## src/rtl/sqsum_feed.sv

```systemverilog
// sqsum_feed: forms I*I + Q*Q from a signed I/Q sample and hands it to a
// 32-bit square-root core with a valid/done handshake. Per operation:
// IDLE -> MUL -> ADD -> HOLD -> GAP -> IDLE.
// Optional feature macro: SQSUM_FEED_FIFO_EN adds a 2-entry input FIFO
// ahead of the FSM so the upstream can queue samples while the core is busy.
module sqsum_feed #(
  parameter int IN_W    = 16,
  parameter int TIMEOUT = 40
) (
  input  logic            clk,
  input  logic            rst_n,
  input  logic            in_vld,
  output logic            in_rdy,
  input  logic [IN_W-1:0] in_i,
  input  logic [IN_W-1:0] in_q,
  output logic            sq_vld,
  output logic [31:0]     sq_x,
  input  logic            sq_done,
  output logic            err,
  output logic [15:0]     ops_cnt
);

  typedef enum logic [2:0] {
    S_IDLE = 3'd0,
    S_MUL  = 3'd1,
    S_ADD  = 3'd2,
    S_HOLD = 3'd3,
    S_GAP  = 3'd4
  } state_t;

  localparam int         PW        = 2 * IN_W;
  // The wait counter is compared against TIMEOUT-1 so the timeout edge
  // lands exactly TIMEOUT cycles after HOLD entry.
  localparam logic [7:0] WAIT_LAST = 8'(TIMEOUT - 1);

  state_t          state_q, state_d;
  logic            in_rdy_q, in_rdy_d;
  logic [IN_W-1:0] op_i_q, op_q_q;
  logic [PW-1:0]   prod_i_q, prod_q_q;
  logic [PW-1:0]   ext_i_s, ext_q_s;
  logic [31:0]     sq_x_q;
  logic            sq_vld_q;
  logic            err_q;
  logic [15:0]     ops_q;
  logic [7:0]      wait_q;
  logic            start_s;
  logic            timeout_s;
  logic [IN_W-1:0] src_i_s, src_q_s;

`ifdef SQSUM_FEED_FIFO_EN
  logic [PW-1:0] fifo_mem_q [2];
  logic          fifo_wp_q, fifo_rp_q;
  logic [1:0]    fifo_cnt_q, fifo_cnt_d;
  logic          push_s, pop_s;

  assign push_s  = in_vld & in_rdy_q;
  assign pop_s   = (state_q == S_IDLE) & (fifo_cnt_q != 2'd0);
  assign start_s = pop_s;
  assign src_i_s = fifo_mem_q[fifo_rp_q][PW-1:IN_W];
  assign src_q_s = fifo_mem_q[fifo_rp_q][IN_W-1:0];

  // FIFO occupancy next-state; ready means "not full" after this edge.
  always_comb begin
    fifo_cnt_d = fifo_cnt_q;
    if (push_s && !pop_s) begin
      fifo_cnt_d = fifo_cnt_q + 2'd1;
    end else if (pop_s && !push_s) begin
      fifo_cnt_d = fifo_cnt_q - 2'd1;
    end else begin
      fifo_cnt_d = fifo_cnt_q;
    end
    in_rdy_d = (fifo_cnt_d != 2'd2);
  end

  // FIFO storage and pointers.
  always_ff @(posedge clk or negedge rst_n) begin
    if (!rst_n) begin
      fifo_mem_q[0] <= {PW{1'b0}};
      fifo_mem_q[1] <= {PW{1'b0}};
      fifo_wp_q     <= 1'b0;
      fifo_rp_q     <= 1'b0;
      fifo_cnt_q    <= 2'd0;
    end else begin
      if (push_s) begin
        fifo_mem_q[fifo_wp_q] <= {in_i, in_q};
        fifo_wp_q             <= ~fifo_wp_q;
      end
      if (pop_s) begin
        fifo_rp_q <= ~fifo_rp_q;
      end
      fifo_cnt_q <= fifo_cnt_d;
    end
  end
`else
  assign start_s = in_vld & in_rdy_q & (state_q == S_IDLE);
  assign src_i_s = in_i;
  assign src_q_s = in_q;

  // Without a FIFO the block is ready exactly when the FSM will sit in IDLE.
  always_comb begin
    in_rdy_d = (state_d == S_IDLE);
  end
`endif

  assign timeout_s = (wait_q == WAIT_LAST);
  assign ext_i_s   = PW'($signed(op_i_q));
  assign ext_q_s   = PW'($signed(op_q_q));

  // FSM next-state: sq_done takes priority over a coincident timeout.
  always_comb begin
    state_d = state_q;
    case (state_q)
      S_IDLE: begin
        if (start_s) begin
          state_d = S_MUL;
        end else begin
          state_d = S_IDLE;
        end
      end
      S_MUL:  state_d = S_ADD;
      S_ADD:  state_d = S_HOLD;
      S_HOLD: begin
        if (sq_done || timeout_s) begin
          state_d = S_GAP;
        end else begin
          state_d = S_HOLD;
        end
      end
      S_GAP:  state_d = S_IDLE;
      default: state_d = S_IDLE;
    endcase
  end

  // FSM state, ready and operand-valid registers.
  always_ff @(posedge clk or negedge rst_n) begin
    if (!rst_n) begin
      state_q  <= S_IDLE;
      in_rdy_q <= 1'b0;
      sq_vld_q <= 1'b0;
    end else begin
      state_q  <= state_d;
      in_rdy_q <= in_rdy_d;
      sq_vld_q <= (state_d == S_HOLD);
    end
  end

  // Datapath: capture sample, square both rails, then sum into the operand.
  always_ff @(posedge clk or negedge rst_n) begin
    if (!rst_n) begin
      op_i_q   <= {IN_W{1'b0}};
      op_q_q   <= {IN_W{1'b0}};
      prod_i_q <= {PW{1'b0}};
      prod_q_q <= {PW{1'b0}};
      sq_x_q   <= 32'd0;
    end else begin
      if (start_s) begin
        op_i_q <= src_i_s;
        op_q_q <= src_q_s;
      end
      if (state_q == S_MUL) begin
        prod_i_q <= ext_i_s * ext_i_s;
        prod_q_q <= ext_q_s * ext_q_s;
      end
      if (state_q == S_ADD) begin
        sq_x_q <= 32'(prod_i_q) + 32'(prod_q_q);
      end
    end
  end

  // HOLD wait counter, timeout error pulse and completed-operation count.
  always_ff @(posedge clk or negedge rst_n) begin
    if (!rst_n) begin
      wait_q <= 8'd0;
      err_q  <= 1'b0;
      ops_q  <= 16'd0;
    end else begin
      if (state_q == S_HOLD) begin
        wait_q <= wait_q + 8'd1;
      end else begin
        wait_q <= 8'd0;
      end
      err_q <= (state_q == S_HOLD) & ~sq_done & timeout_s;
      if ((state_q == S_HOLD) && sq_done) begin
        ops_q <= ops_q + 16'd1;
      end
    end
  end

  assign in_rdy  = in_rdy_q;
  assign sq_vld  = sq_vld_q;
  assign sq_x    = sq_x_q;
  assign err     = err_q;
  assign ops_cnt = ops_q;

endmodule

```

## config.mk

```make
export PLATFORM = sky130hd
export DESIGN_NAME = sqsum_feed
export DESIGN_NICKNAME = d
export VERILOG_FILES = /design/src/rtl/sqsum_feed.sv
export SDC_FILE = /design/constraint.sdc
export NUM_CORES = 1
export LEC_CHECK = 0
export BUFFER_PORTS_ARGS = -buffer_cell sky130_fd_sc_hd__buf_2
export CAP_MARGIN = 40
export CELL_PAD_IN_SITES_DETAIL_PLACEMENT = 2
export CELL_PAD_IN_SITES_GLOBAL_PLACEMENT = 2
export CORE_UTILIZATION = 35
export CTS_CLUSTER_DIAMETER = 200
export DETAILED_ROUTE_END_ITERATION = 10
export GPL_TIMING_DRIVEN = 0
export PLACE_DENSITY = 0.77
export SYNTH_ARGS = -nofsm -noshare
export SYNTH_HDL_FRONTEND = slang
export SYNTH_SLANG_ARGS = --single-unit
```

## constraint.sdc

```tcl
create_clock -name clk -period 5.7 [get_ports clk]
set_clock_uncertainty 0.15 [all_clocks]
set_input_delay 0.285 -clock clk [delete_from_list [all_inputs] [get_ports clk]]
set_output_delay 0.285 -clock clk [all_outputs]
set_load 0.01 [all_outputs]
```

==> flow_summary_export.csv <==
group,metric,value,unit
status,status,"complete, but fails checks",
status,violations,"negative setup slack",
detailed_routing,via_per_inst,5.57,
floorplanning,die_area,0.0718,mm²
logic_synthesis,synthCells,2615,
timing,post-route-min-period,7.08,ns
setup_path,cp-start-kind,"register",
timing,grt_setup_unrepaired,"true",
floorplanning,initial_core_util,0.354,
detailed_routing,routed_wl,122,mm
detailed_routing,firstDrtPassIters,7,
global_routing,antenna_found_initial,6,
placement,place.gp.congestion,0.853,
global_routing,grt_max_degree,98,
job,maxCapViolCount,0,
floorplanning,die_w,268,µm
logic_synthesis,dominantRegCellSynth,"dfrtp_1",
placement,dp_hpwl,66.1,mm
detailed_routing,ant_nets,0,
setup_path,crit_buf_inv,5,
timing,finalSetupViolCount,38,
setup_path,path_common_cell,"fa_1",
cells_and_area,areaGrowthSynthToFinish,26.4,%
floorplanning,io_pins,87,
detailed_routing,wl_per_cell,31.1,µm
setup_path,cp_cell_sequence,"buf_12, clkbuf_16, nand2_1, fa_1, fa_1, fa_1, inv_2, fa_1, fa_1, inv_2, fa_1, inv_2, ha_4, and3_4, nor3b_4, nand2_1, or4_4, a31oi_4, o41ai_4, o21bai_1, xnor2_1, o21ai_1",
setup_path,crit_path_max_fanout,10,
setup_path,crit_required,5.92,ns
placement,place_inst,3648,
floorplanning,die_h,268,µm
setup_path,critPathArrivalTime,7.29,ns
timing,worst_slew_pin_slew,0.993,ns
detailed_routing,vias,21869,
global_routing,grt_pass1_vias,24905,
logic_synthesis,yosysTopAreaCellShare,0.380,
logic_synthesis,ys_ff_latch,156,
cells_and_area,finalNonFillerCells,3923,
logic_synthesis,async_flop_share,1.00,
worst_hold_path,hold_path.class,"in -> async",
setup_path,crit_slowest_cell,"fa_1",
placement,portBuffers,86,
logic_synthesis,ys_top_cells_by_count,"inv_1 (645), fa_1 (470), nand2_1 (296)",
cells_and_area,fin_nets,3684,
setup_path,r2r_start,"op_i_q[6]",
setup_path,end_kind,"register",
clocking,cts_tree,"yes",
logic_synthesis,yosys.area.top_type,"fa_1",
logic_synthesis,synth_edf_count,0,
setup_path,cp_slowest_stage_delay,0.62,ns
detailed_routing,drc_errors,0,
logic_synthesis,synth_seq_area_share,0.158,
logic_synthesis,netlist_area,0.0248,mm²
clocking,numCtsBuffers,17,
clocking,clk_latency,0.53,ns
logic_synthesis,yosysWarnings,0,
timing,fmax,0.141,GHz
logic_synthesis,avgSynthCellArea,9.47,µm²
logic_synthesis,yosys.cell_count.top_type,"inv_1",
cells_and_area,drive_gt1_frac,0.252,
clocking,cts.sinks,156,
timing,finalWorstSetupSlack,-1.38,ns
floorplanning,fp.coreArea,0.0700,mm²
timing,post-route-period-util,1.24,
global_routing,grt_pass1_wl,152,mm
setup_path,r2r_slack,-1.38,ns
setup_path,startpoint,"op_i_q[6]",
clocking,clockBufferDepth,2,
logic_synthesis,syn_nets,3333,
placement,dp_slack,-1.47,ns
setup_path,critPathKind,"reg -> reg",
timing,slew_headroom,0.338,
setup_path,critPathTopFamily,"adder cells",
global_routing,overflow,0,
logic_synthesis,synth_area_leaders,"fa_1 (38%), dfrtp_1 (16%), ha_1 (11%)",
timing,maxSlewViolCount,0,
clocking,path_clk_slew,0.09,ns
clocking,htree_levels,4,
logic_synthesis,synth_cell_types,64,
global_routing,grt_use_total,0.287,
clocking,root_buffer,"clkbuf_16",
detailed_routing,drtIter0Drc,1408,
timing,hold_viol_final,0,
floorplanning,rows,97,
-- cells in the final DEF (no fill, tap or decap), drive strengths merged, types with 8 or more instances in the layout --
| master | count |
|---|---|
| o21ai | 128 |
| a31oi | 9 |
| xor2 | 47 |
| xnor2 | 86 |
| clkinvlp | 11 |
| nor3 | 16 |
| dfrtp | 156 |
| and2 | 96 |
| buf | 321 |
| dlygate4sd3 | 35 |
| fa | 470 |
| nor2 | 86 |
| and3 | 12 |
| nand2b | 23 |
| clkbuf | 67 |
| nand2 | 296 |
| o21bai | 12 |
| ha | 212 |
| nand3 | 25 |
| a21o | 45 |
| a21oi | 59 |
| mux2 | 23 |
| a211oi | 8 |
| inv | 643 |
-- kinds of logic after synthesis --
family                     synth area share
buffers and inverters                 0.109
and+or+nand+nor                       0.108
DFF                                   0.158
xor gates and xnor gates             0.0470
AOI/OAI and AO/OA                    0.0793
muxes                                0.0114
adders and majority gates             0.487
-- per-stage QoR --
step           hold slack [ns]   util  setup TNS (ns)  cell area [µm²]
2_1_floorplan           -0.161      -          -0.810            25300
3_3_place_gp             0.297  0.385          -24.25            26900
3_5_place_dp             0.129  0.386          -31.21            27000
4_1_cts                  0.173  0.430          -11.08            30100
5_1_grt                  0.225  0.447          -34.07            31300
6_report                 0.167  0.447          -31.13            31300
-- path summary, 6_finish.rpt --
kind | endpoint | depth (start not counted)
setup / recovery | prod_i_q[28] | 22
hold / removal | op_i_q[9] | 2
setup reg to reg | prod_i_q[28] | 22
hold reg to reg | ops_cnt[15] | 1
max in group asynchronous | op_q_q[8] | 3
min in group clk | ops_cnt[15] | 1
-- registers in the layout (all words and copies together), names as in the netlist --
signal	count
prod_i_q	31
sq_x	32
op_i_q	16
in_rdy	1
state_q	3
sq_vld	1
prod_q_q	31
wait_q	8
op_q_q	16
err	1
ops_cnt	16
-- worst register-to-register path, cell delays in order, from the launching register on --
cell       delay [ns]
dfrtp_2          0.40
buf_12           0.15
clkbuf_16        0.20
nand2_1          0.13
fa_1             0.54
fa_1             0.62
fa_1             0.62
inv_2            0.06
fa_1             0.52
fa_1             0.53
inv_2            0.05
fa_1             0.56
inv_2            0.08
ha_4             0.30
and3_4           0.20
nor3b_4          0.27
nand2_1          0.12
or4_4            0.49
a31oi_4          0.34
o41ai_4          0.11
o21bai_1         0.19
xnor2_1          0.17
o21ai_1          0.12
-- per-layer routing --
metal  vias to the layer above  GRT usage  share of wire
met5                         -          0        0.00044
met3                       584     0.0459          0.060
met1                     11490      0.326           0.36
met2                      1163      0.508           0.50
met4                         4      0.168          0.077
li1                       8628          -              -
-- layout make-up --
type                            count  area, µm²
Clock buffer                       17        425
Fill cell                        7321      38700
Timing Repair Buffer              333       2630
Clock inverter                     15        153
Tap cell                          940       1180
Antenna cell                        4       10.0
Multi-Input combinational cell   1739      19700
Buffer                             73        827
Sequential cell                   156       3930
Inverter                          646       2470
-- timing repair --
action / in CTS / in global routing
hold endpoints to repair: 93 / 0
pin swaps: 117 / 155
buffers inserted: 138 / 74
hold buffers: 35 / 0
gates resized for setup: 237 / 227
setup endpoints to repair: 40 / 39
cloned: 2 / 0
Power is not shown: default switching activity piles up to over one toggle a cycle in this logic, so the estimate is an artifact.
